[config.mk]
export PLATFORM = sky130hd
export DESIGN_NAME = control_unit_top
export DESIGN_NICKNAME = d
export VERILOG_FILES = /design/src/rtl/control_unit_top.sv
export SDC_FILE = /design/constraint.sdc
export NUM_CORES = 1
export LEC_CHECK = 0
export ABC_AREA = 1
export CELL_PAD_IN_SITES_DETAIL_PLACEMENT = 0
export CELL_PAD_IN_SITES_GLOBAL_PLACEMENT = 1
export CORE_ASPECT_RATIO = 0.9
export CORE_UTILIZATION = 38
export DETAILED_ROUTE_END_ITERATION = 16
export HOLD_SLACK_MARGIN = 0.1
export PLACE_DENSITY = 0.8
export SLEW_MARGIN = 0
export SYNTH_ARGS = -nofsm -noshare
export SYNTH_HDL_FRONTEND = slang
export SYNTH_SLANG_ARGS = --single-unit
[constraint.sdc]
create_clock -name clk -period 4 [get_ports clk]
set_input_delay 0.8 -clock clk [delete_from_list [all_inputs] [get_ports clk]]
set_output_delay 0.8 -clock clk [all_outputs]
set_load 0.05 [all_outputs]
[src/rtl/control_unit_top.sv]
// RV32I decode-and-execute: combinational control decode and a registered ALU.
// Control outputs follow instr directly; result, zero and Sign lag by one edge.
module control_unit_top (
    input  logic        clk,
    input  logic        rst_n,
    input  logic [31:0] instr,
    input  logic [31:0] a,
    input  logic [31:0] b,
    output logic [3:0]  ALUControl,
    output logic [2:0]  ImmSel,
    output logic [1:0]  WBSel,
    output logic        BrUn,
    output logic        ASel,
    output logic        BSel,
    output logic        MemRW,
    output logic        RegWEn,
    output logic        PCSel,
    output logic [31:0] result,
    output logic        zero,
    output logic        Sign
);

    localparam logic [3:0] ALU_ADD  = 4'b0000;
    localparam logic [3:0] ALU_SUB  = 4'b0001;
    localparam logic [3:0] ALU_AND  = 4'b0010;
    localparam logic [3:0] ALU_OR   = 4'b0011;
    localparam logic [3:0] ALU_XOR  = 4'b0100;
    localparam logic [3:0] ALU_SLL  = 4'b0101;
    localparam logic [3:0] ALU_SRL  = 4'b0110;
    localparam logic [3:0] ALU_SRA  = 4'b0111;
    localparam logic [3:0] ALU_SLT  = 4'b1000;
    localparam logic [3:0] ALU_SLTU = 4'b1001;
    localparam logic [3:0] ALU_PASS = 4'b1010;

    localparam logic [6:0] OP_R     = 7'b0110011;
    localparam logic [6:0] OP_I     = 7'b0010011;
    localparam logic [6:0] OP_LOAD  = 7'b0000011;
    localparam logic [6:0] OP_STORE = 7'b0100011;
    localparam logic [6:0] OP_BR    = 7'b1100011;
    localparam logic [6:0] OP_JAL   = 7'b1101111;
    localparam logic [6:0] OP_JALR  = 7'b1100111;
    localparam logic [6:0] OP_LUI   = 7'b0110111;
    localparam logic [6:0] OP_AUIPC = 7'b0010111;

    localparam logic [2:0] IMM_I = 3'b000;
    localparam logic [2:0] IMM_S = 3'b001;
    localparam logic [2:0] IMM_B = 3'b010;
    localparam logic [2:0] IMM_U = 3'b011;
    localparam logic [2:0] IMM_J = 3'b100;

    localparam logic [1:0] WB_MEM = 2'b00;
    localparam logic [1:0] WB_ALU = 2'b01;
    localparam logic [1:0] WB_PC4 = 2'b10;

    logic [6:0]  opcode;
    logic [2:0]  funct3;
    logic        f7;
    logic        unused_instr;

    logic [3:0]  arith_op;
    logic [3:0]  alu_ctl_d;
    logic [2:0]  imm_sel_d;
    logic [1:0]  wb_sel_d;
    logic        br_un_d;
    logic        a_sel_d;
    logic        b_sel_d;
    logic        mem_rw_d;
    logic        reg_wen_d;
    logic        pc_sel_d;

    logic [31:0] alu_y;
    logic [31:0] result_q;
    logic        zero_q;
    logic        sign_q;

    assign opcode       = instr[6:0];
    assign funct3       = instr[14:12];
    assign f7           = instr[30];
    assign unused_instr = ^{instr[31], instr[29:15], instr[11:7]};

    // Shared R/I-ALU op; SUB only exists for R-type, SRA for both
    always_comb begin
        arith_op = ALU_ADD;
        unique case (funct3)
            3'b000:  arith_op = (f7 && opcode == OP_R) ? ALU_SUB : ALU_ADD;
            3'b001:  arith_op = ALU_SLL;
            3'b010:  arith_op = ALU_SLT;
            3'b011:  arith_op = ALU_SLTU;
            3'b100:  arith_op = ALU_XOR;
            3'b101:  arith_op = f7 ? ALU_SRA : ALU_SRL;
            3'b110:  arith_op = ALU_OR;
            default: arith_op = ALU_AND;
        endcase
    end

    always_comb begin
        alu_ctl_d = ALU_ADD;
        imm_sel_d = IMM_I;
        wb_sel_d  = WB_MEM;
        br_un_d   = 1'b0;
        a_sel_d   = 1'b0;
        b_sel_d   = 1'b0;
        mem_rw_d  = 1'b0;
        reg_wen_d = 1'b0;
        pc_sel_d  = 1'b0;
        unique case (1'b1)
            (opcode == OP_R): begin
                alu_ctl_d = arith_op;
                wb_sel_d  = WB_ALU;
                reg_wen_d = 1'b1;
            end
            (opcode == OP_I): begin
                alu_ctl_d = arith_op;
                b_sel_d   = 1'b1;
                wb_sel_d  = WB_ALU;
                reg_wen_d = 1'b1;
            end
            (opcode == OP_LOAD): begin
                b_sel_d   = 1'b1;
                reg_wen_d = 1'b1;
            end
            (opcode == OP_STORE): begin
                b_sel_d   = 1'b1;
                imm_sel_d = IMM_S;
                mem_rw_d  = 1'b1;
            end
            (opcode == OP_BR): begin
                a_sel_d   = 1'b1;
                b_sel_d   = 1'b1;
                imm_sel_d = IMM_B;
                br_un_d   = funct3[1];
            end
            (opcode == OP_JAL): begin
                a_sel_d   = 1'b1;
                b_sel_d   = 1'b1;
                imm_sel_d = IMM_J;
                wb_sel_d  = WB_PC4;
                reg_wen_d = 1'b1;
                pc_sel_d  = 1'b1;
            end
            (opcode == OP_JALR): begin
                b_sel_d   = 1'b1;
                wb_sel_d  = WB_PC4;
                reg_wen_d = 1'b1;
                pc_sel_d  = 1'b1;
            end
            (opcode == OP_LUI): begin
                alu_ctl_d = ALU_PASS;
                b_sel_d   = 1'b1;
                imm_sel_d = IMM_U;
                wb_sel_d  = WB_ALU;
                reg_wen_d = 1'b1;
            end
            (opcode == OP_AUIPC): begin
                a_sel_d   = 1'b1;
                b_sel_d   = 1'b1;
                imm_sel_d = IMM_U;
                wb_sel_d  = WB_ALU;
                reg_wen_d = 1'b1;
            end
            default: ;
        endcase
    end

    // Side-effecting strobes are held off while reset is asserted
    assign ALUControl = alu_ctl_d;
    assign ImmSel     = imm_sel_d;
    assign WBSel      = wb_sel_d;
    assign BrUn       = br_un_d;
    assign ASel       = a_sel_d;
    assign BSel       = b_sel_d;
    assign MemRW      = mem_rw_d & rst_n;
    assign RegWEn     = reg_wen_d & rst_n;
    assign PCSel      = pc_sel_d & rst_n;

    always_comb begin
        alu_y = '0;
        unique case (alu_ctl_d)
            ALU_ADD:  alu_y = a + b;
            ALU_SUB:  alu_y = a - b;
            ALU_AND:  alu_y = a & b;
            ALU_OR:   alu_y = a | b;
            ALU_XOR:  alu_y = a ^ b;
            ALU_SLL:  alu_y = a << b[4:0];
            ALU_SRL:  alu_y = a >> b[4:0];
            ALU_SRA:  alu_y = $unsigned($signed(a) >>> b[4:0]);
            ALU_SLT:  alu_y = {31'd0, $signed(a) < $signed(b)};
            ALU_SLTU: alu_y = {31'd0, a < b};
            ALU_PASS: alu_y = b;
            default:  alu_y = '0;
        endcase
    end

    always_ff @(posedge clk) begin
        if (!rst_n) begin
            result_q <= '0;
            zero_q   <= 1'b0;
            sign_q   <= 1'b0;
        end else begin
            result_q <= alu_y;
            zero_q   <= (alu_y == 32'd0);
            sign_q   <= alu_y[31];
        end
    end

    assign result = result_q;
    assign zero   = zero_q;
    assign Sign   = sign_q;

endmodule

==> out/qor.txt, run 1 <==
core area: 31200 sq um
initial antenna violation count: 2
arrival time at the worst endpoint: 4.04 ns
Congestion Overflow GR: 0
CTS tree: yes
Internal: 1.48 mW
register area share after synthesis: 5.43%
Slew @ Worst Pin: 0.935 ns
DRC: 0
switching portion of total power: 52.5%
Top delay family on crit path: simple AND/OR/NAND/NOR gates
crit path from: b[20]
Fin. Hold Viols: 0
final total power: 3.12 mW
Area Overhead vs Synth: 28.2%
relative slew slack: 37.7%
CP startpoint kind: input pin
post-route clock period utilization: 95.1%
Setup CP Type: in2reg
CTS Buf Count: 5
Clock power frac: 15.4%
H-tree depth: 2
sequential power share: 12.4%
Synth Net Count: 2660
Worst Path Buf+Inv: 4
worst path required time: 4.23 ns
DP HPWL: 56300 um
largest net degree at the start of global routing: 84
Tot GR Track Use: 40.4%
Final nets: 2938
dpl cells: 3140
remaining antenna violation count after routing: 0
PnR worst setup slack: 0.195 ns
# IOs: 147
first-pass GRT wire length: 97600 um
hold path endpoint: result[17]
fill count: 3520
die width: 191 um
WP depth: 19
row count: 61
Starting Density: 39.0%
hold_sp: rst_n
synth warn: 0
Max-cap violations: 0
setup TNS: 0 ns
status: complete, no violations
Top cell by count, worst path: nor2_1
Finished Layout Cells: 3148
VDD IR max: 0.234 mV
number of global-route vias before repair: 15900
Yosys reg bits: 33
gpl congestion: 1.08
leakage: 8.46 nW
Port-buffer cells: 125
min cycle time layout: 3.80 ns
wirelength, routed: 67500 um
crit end category: register
fin. max-slew vios: 0
Max clock buf depth: 2
Synth cell types: 42
crit-path cells: clkdlybuf4s50_1 > inv_1 > ha_1 > nor2_1 > inv_1 > nor2_1 > nand2_1 > buf_4 > nor3_1 > nand2_1 > nand2_1 > nand2_1 > nand3_1 > nand3_1 > nor2_1 > nand3_1 > nor2_1 > nand3_1 > nor2_1
Hold Crit Class: in2reg
DR iter-0 viols: 2360
Syn Area/Cell: 4.95 sq um
DIE AREA: 32800 sq um
synthesized cell area: 12200 sq um
Post-Synthesis Cells: 2460
Ant. Diodes: 0
hold depth: 3
Pre-antenna DRT Iters: 6
vias: 17800
Peak Freq: 263 MHz
via/cell ratio: 5.64
Critical Path Fanout Max: 8
pre-CTS WS: 0.0170 ns
Root Buffer: clkbuf_16
RSZ-0062 raised after global routing: no
WL/cell: 21.4 um
Comb pwr share: 72.2%
Setup-failing EPs final: 0
CTS clk-pin slew, worst paths: 0.05 ns
Largest stage delay, worst path: 0.63 ns
Clock Sinks: 33
slowest CP cell: clkdlybuf4s50_1
Vert. Die Dim: 172 um
Psw: 1.64 mW
share of cells above drive strength 1: 12.3%
cell area power density: 200 nW/um^2
[kinds of logic (layout without fill, tap and decap cells)]
group,count (synthesis),count (layout),synth area share (%)
XOR/XNOR,10,10,0.719
adder cells (fa/ha/maj),102,102,10.6
flip-flops,33,33,5.43
buffers and inverters,410,689,13.7
AND/OR/NAND/NOR,1693,1693,59.8
AO/OA/AOI/OAI,212,212,9.75
[worst max-delay path by stage]
| stage | to | slack, ns |
|---|---|---|
| floorplan | zero | 0.36 |
| global placement | zero | 0.04 |
| detailed placement | zero | 0.02 |
| CTS | BrUn | 0.22 |
| global route | zero | 0.008 |
| finish | zero | 0.20 |
[metrics by stage]
stage | utilization, % | hold slack (ns) | instance area (sq um)
finish | 50.0 | 1.23 | 15600
global route | 50.0 | 1.28 | 15600
CTS | 50.0 | 1.23 | 15600
detailed placement | 49.4 | 1.53 | 15400
global placement | 49.4 | 1.54 | 15400
floorplan | - | 0.898 | 12200
[registers in the layout, summed over array words and instances (netlist names)]
name and count:
result 32, zero 1
[per-layer routing]
| metal | track usage [%] | wire, um | up-vias |
|---|---|---|---|
| met5 | 0 | 0 | - |
| met1 | 55.6 | 28800 | 8061 |
| met4 | 16.1 | 3090 | 0 |
| met3 | 6.61 | 7200 | 136 |
| met2 | 62.1 | 28400 | 1082 |
| li1 | - | - | 8484 |
[power groups by stage]
stage               Combinational [mW]  Clock (mW)  Sequential [mW]
global placement                  2.17           0            0.394
detailed placement                2.18           0            0.393
CTS                               2.19       0.476            0.388
floorplan                         1.08           0            0.537
global route                      2.42       0.490            0.390
finish                            2.25       0.480            0.388
[cells in the mapped netlist (all sizes together)]
library cell,count,area share [%]
buf,85,3.7
or2,1,0.051
clkbuf,33,1.0
a22oi,4,0.25
nand3b,5,0.31
fa,2,0.33
o21ba,1,0.082
inv,292,9.0
a21boi,2,0.12
a21oi,93,3.9
nand2,799,25
a31oi,17,0.87
nand4,50,2.7
o211ai,9,0.55
nor3,19,0.78
nand3,478,20
o21ai,72,3.1
ha,100,10
a21o,1,0.062
xor2,10,0.72
o221ai,1,0.072
nor2,340,11
o21bai,9,0.55
dfxtp,33,5.4
o21a,3,0.18
nor4,1,0.051
[cell usage in the layout, fill, tap and decap left out, drive strengths merged, types with 10 or more instances in the layout]
master / Yosys / layout
dfxtp: 33 / 33
nor3: 19 / 19
a31oi: 17 / 17
nor2: 340 / 340
o21ai: 72 / 72
ha: 100 / 100
a21oi: 93 / 93
xor2: 10 / 10
buf: 85 / 279
nand2: 799 / 799
nand3: 478 / 478
clkdlybuf4s50: 0 / 110
nand4: 50 / 50
inv: 292 / 291
[layout make-up]
class | count | area [sq um] | share of cell area, %
Clock buffer | 7 | 143 | 0.914
Clock inverter | 1 | 30.0 | 0.192
Inverter | 292 | 1100 | 7.02
Multi-Input combinational cell | 2017 | 9860 | 63.2
Sequential cell | 33 | 661 | 4.23
Tap cell | 409 | 512 | 3.28
Timing Repair Buffer | 389 | 3310 | 21.2
[worst min-delay path, cell delays in order]
cell and delay [ns]:
clkdlybuf4s50_1 0.53, nand2_1 0.12, inv_1 0.03
[repair_timing]
item,CTS,global route
setup endpoints to repair,0,1
setup buffers,0,0
hold buffers,0,0
gates resized for setup,0,2
Power figures use the tool's default switching activity.
==> inputs of run 2 (changes only) <==
--- a/config.mk
+++ b/config.mk
@@ -9,10 +9,11 @@
 export CELL_PAD_IN_SITES_DETAIL_PLACEMENT = 0
 export CELL_PAD_IN_SITES_GLOBAL_PLACEMENT = 1
 export CORE_ASPECT_RATIO = 0.9
-export CORE_UTILIZATION = 38
+export CORE_UTILIZATION = 44
 export DETAILED_ROUTE_END_ITERATION = 16
+export DONT_BUFFER_PORTS = 1
 export HOLD_SLACK_MARGIN = 0.1
-export PLACE_DENSITY = 0.8
+export PLACE_DENSITY = 0.81
 export SLEW_MARGIN = 0
 export SYNTH_ARGS = -nofsm -noshare
 export SYNTH_HDL_FRONTEND = slang
==> run 2 against run 1 <==
Effect of this change:
- utilization decreased by 3.1 points
- critical endpoint unchanged
- worst hold slack got worse by 0.62 ns
- count of clock-buffer cells in the layout unchanged
- combinational power decreased by 31%
- largest cell class unchanged
- via count decreased by 8.7%
- critical path depth increased by 4
- first-iteration DRC count increased by 1.7%
- clock power decreased by 1%
- power decreased by 17%
- die area decreased by 13%
==> out/qor.txt, run 2 (same netlist as run 1, synthesis figures left out) <==
WL/cell: 22.2 um
number of global-route vias before repair: 14900
fin util: 46.9%
arrival time at the worst endpoint: 3.61 ns
DIE AREA: 28300 sq um
PnR worst setup slack: 0.616 ns
leakage: 6.96 nW
first-pass GRT wire length: 90400 um
CTS Hold Bufs: 0
slowest CP cell: ha_1
CTS tree: yes
Critical Path Fanout Max: 58
initial antenna violation count: 0
worst path required time: 4.23 ns
setup bufs post-CTS: 0
pre-CTS WS: 0.458 ns
hold_sp: rst_n
largest net degree at the start of global routing: 84
relative slew slack: 36.4%
post-cts sizing count: 0
hold depth: 2
# IOs: 147
Ant. Diodes: 0
CTS Buf Count: 5
setup TNS: 0 ns
status: complete, no violations
Fin. Hold Viols: 0
final total power: 2.58 mW
gpl congestion: 1.07
Pre-antenna DRT Iters: 6
VDD IR max: 0.207 mV
Top delay family on crit path: simple AND/OR/NAND/NOR gates
Largest stage delay, worst path: 0.44 ns
core area: 27100 sq um
design area: 12700 sq um
fin. max-slew vios: 0
Max-cap violations: 0
DP HPWL: 50200 um
remaining antenna violation count after routing: 0
Setup-failing EPs final: 0
Slew @ Worst Pin: 0.954 ns
Setup CP Type: in2reg
Top cell by count, worst path: nand2_1
min cycle time layout: 3.38 ns
WP depth: 23
leading cell type in the layout, fill and taps excluded: nand2_1
row count: 57
Peak Freq: 295 MHz
H-tree depth: 2
die width: 177 um
CP startpoint kind: input pin
Worst Path Buf+Inv: 4
Max clock buf depth: 2
crit end category: register
Area Overhead vs Synth: 4.39%
post-route clock period utilization: 84.6%
CTS clk-pin slew, worst paths: 0.05 ns
Root Buffer: clkbuf_16
Vert. Die Dim: 160 um
Starting Density: 44.9%
RSZ-0062 raised after global routing: no
Congestion Overflow GR: 0
most frequent cells in the layout: nand2_1 (793), nand3_1 (470), nor2_1 (330)
via/cell ratio: 5.87
capture point of the worst path: zero
cell area power density: 203 nW/um^2
Tot GR Track Use: 42.7%
Port-buffer cells: 0
vias: 16200
crit path from: b[4]
Clock Sinks: 33
Hold Crit Class: in2reg
Final nets: 2609
crit-path cells: clkinv_1 > ha_1 > nor2_1 > nand2_1 > inv_1 > nand2_1 > nand2_1 > nand2_1 > nand2_1 > nand2_1 > nand2_1 > nand2_1 > nand2_1 > nor2_1 > nor2_1 > buf_4 > nand2_1 > nor2_1 > nand2_1 > nor2_1 > buf_4 > nand3_1 > nor2_1
DRC: 0
placed inst area: 12500 sq um
Largest register FFs: 32
wirelength, routed: 61400 um
share of cells above drive strength 1: 4.81%
DR iter-0 viols: 2400
==> run 2: cell count changes in the layout (fill, tap and decap cells not counted), sizes merged <==
cell,delta
buf,-219
clkdlybuf4s50,-110
==> run 2: worst min-delay path by stage <==
stage / slack, ns / endpoint
2_1_floorplan: 0.90 / result[12]
3_3_place_gp: 0.90 / result[12]
3_5_place_dp: 0.90 / result[12]
4_1_cts: 0.61 / result[12]
5_1_grt: 0.63 / result[17]
6_report: 0.61 / result[12]
==> run 2: layer usage <==
metal | vias up | GRT usage (%) | share of wire, %
met5 | - | 0 | 0
met4 | 0 | 16.9 | 4.7
met2 | 1013 | 62.1 | 40
met3 | 142 | 12.9 | 13
met1 | 7249 | 58.1 | 42
li1 | 7821 | - | -
==> run 2: metrics by stage <==
step                hold WS (ns)  std cells
finish                     0.607       2764
global route               0.625       2764
CTS                        0.608       2764
detailed placement         0.903       2756
global placement           0.902       2756
floorplan                  0.898       2460
==> run 2: final cells by class <==
cell class	instances	area, sq um
fillers	3125	14400
multi-input cells	2017	9850
inverters	292	1100
flip-flops and latches	33	661
repair buffers	60	488
well taps	354	443
clock buffers	7	143
clock inverters	1	30.0
==> run 2: power by group <==
| group | switching, mW | internal, mW | total [mW] |
|---|---|---|---|
| Clock | 0.164 | 0.312 | 0.475 |
| Combinational | 1.10 | 0.460 | 1.56 |
| Sequential | 0.170 | 0.372 | 0.542 |
| Total | 1.43 | 1.14 | 2.58 |
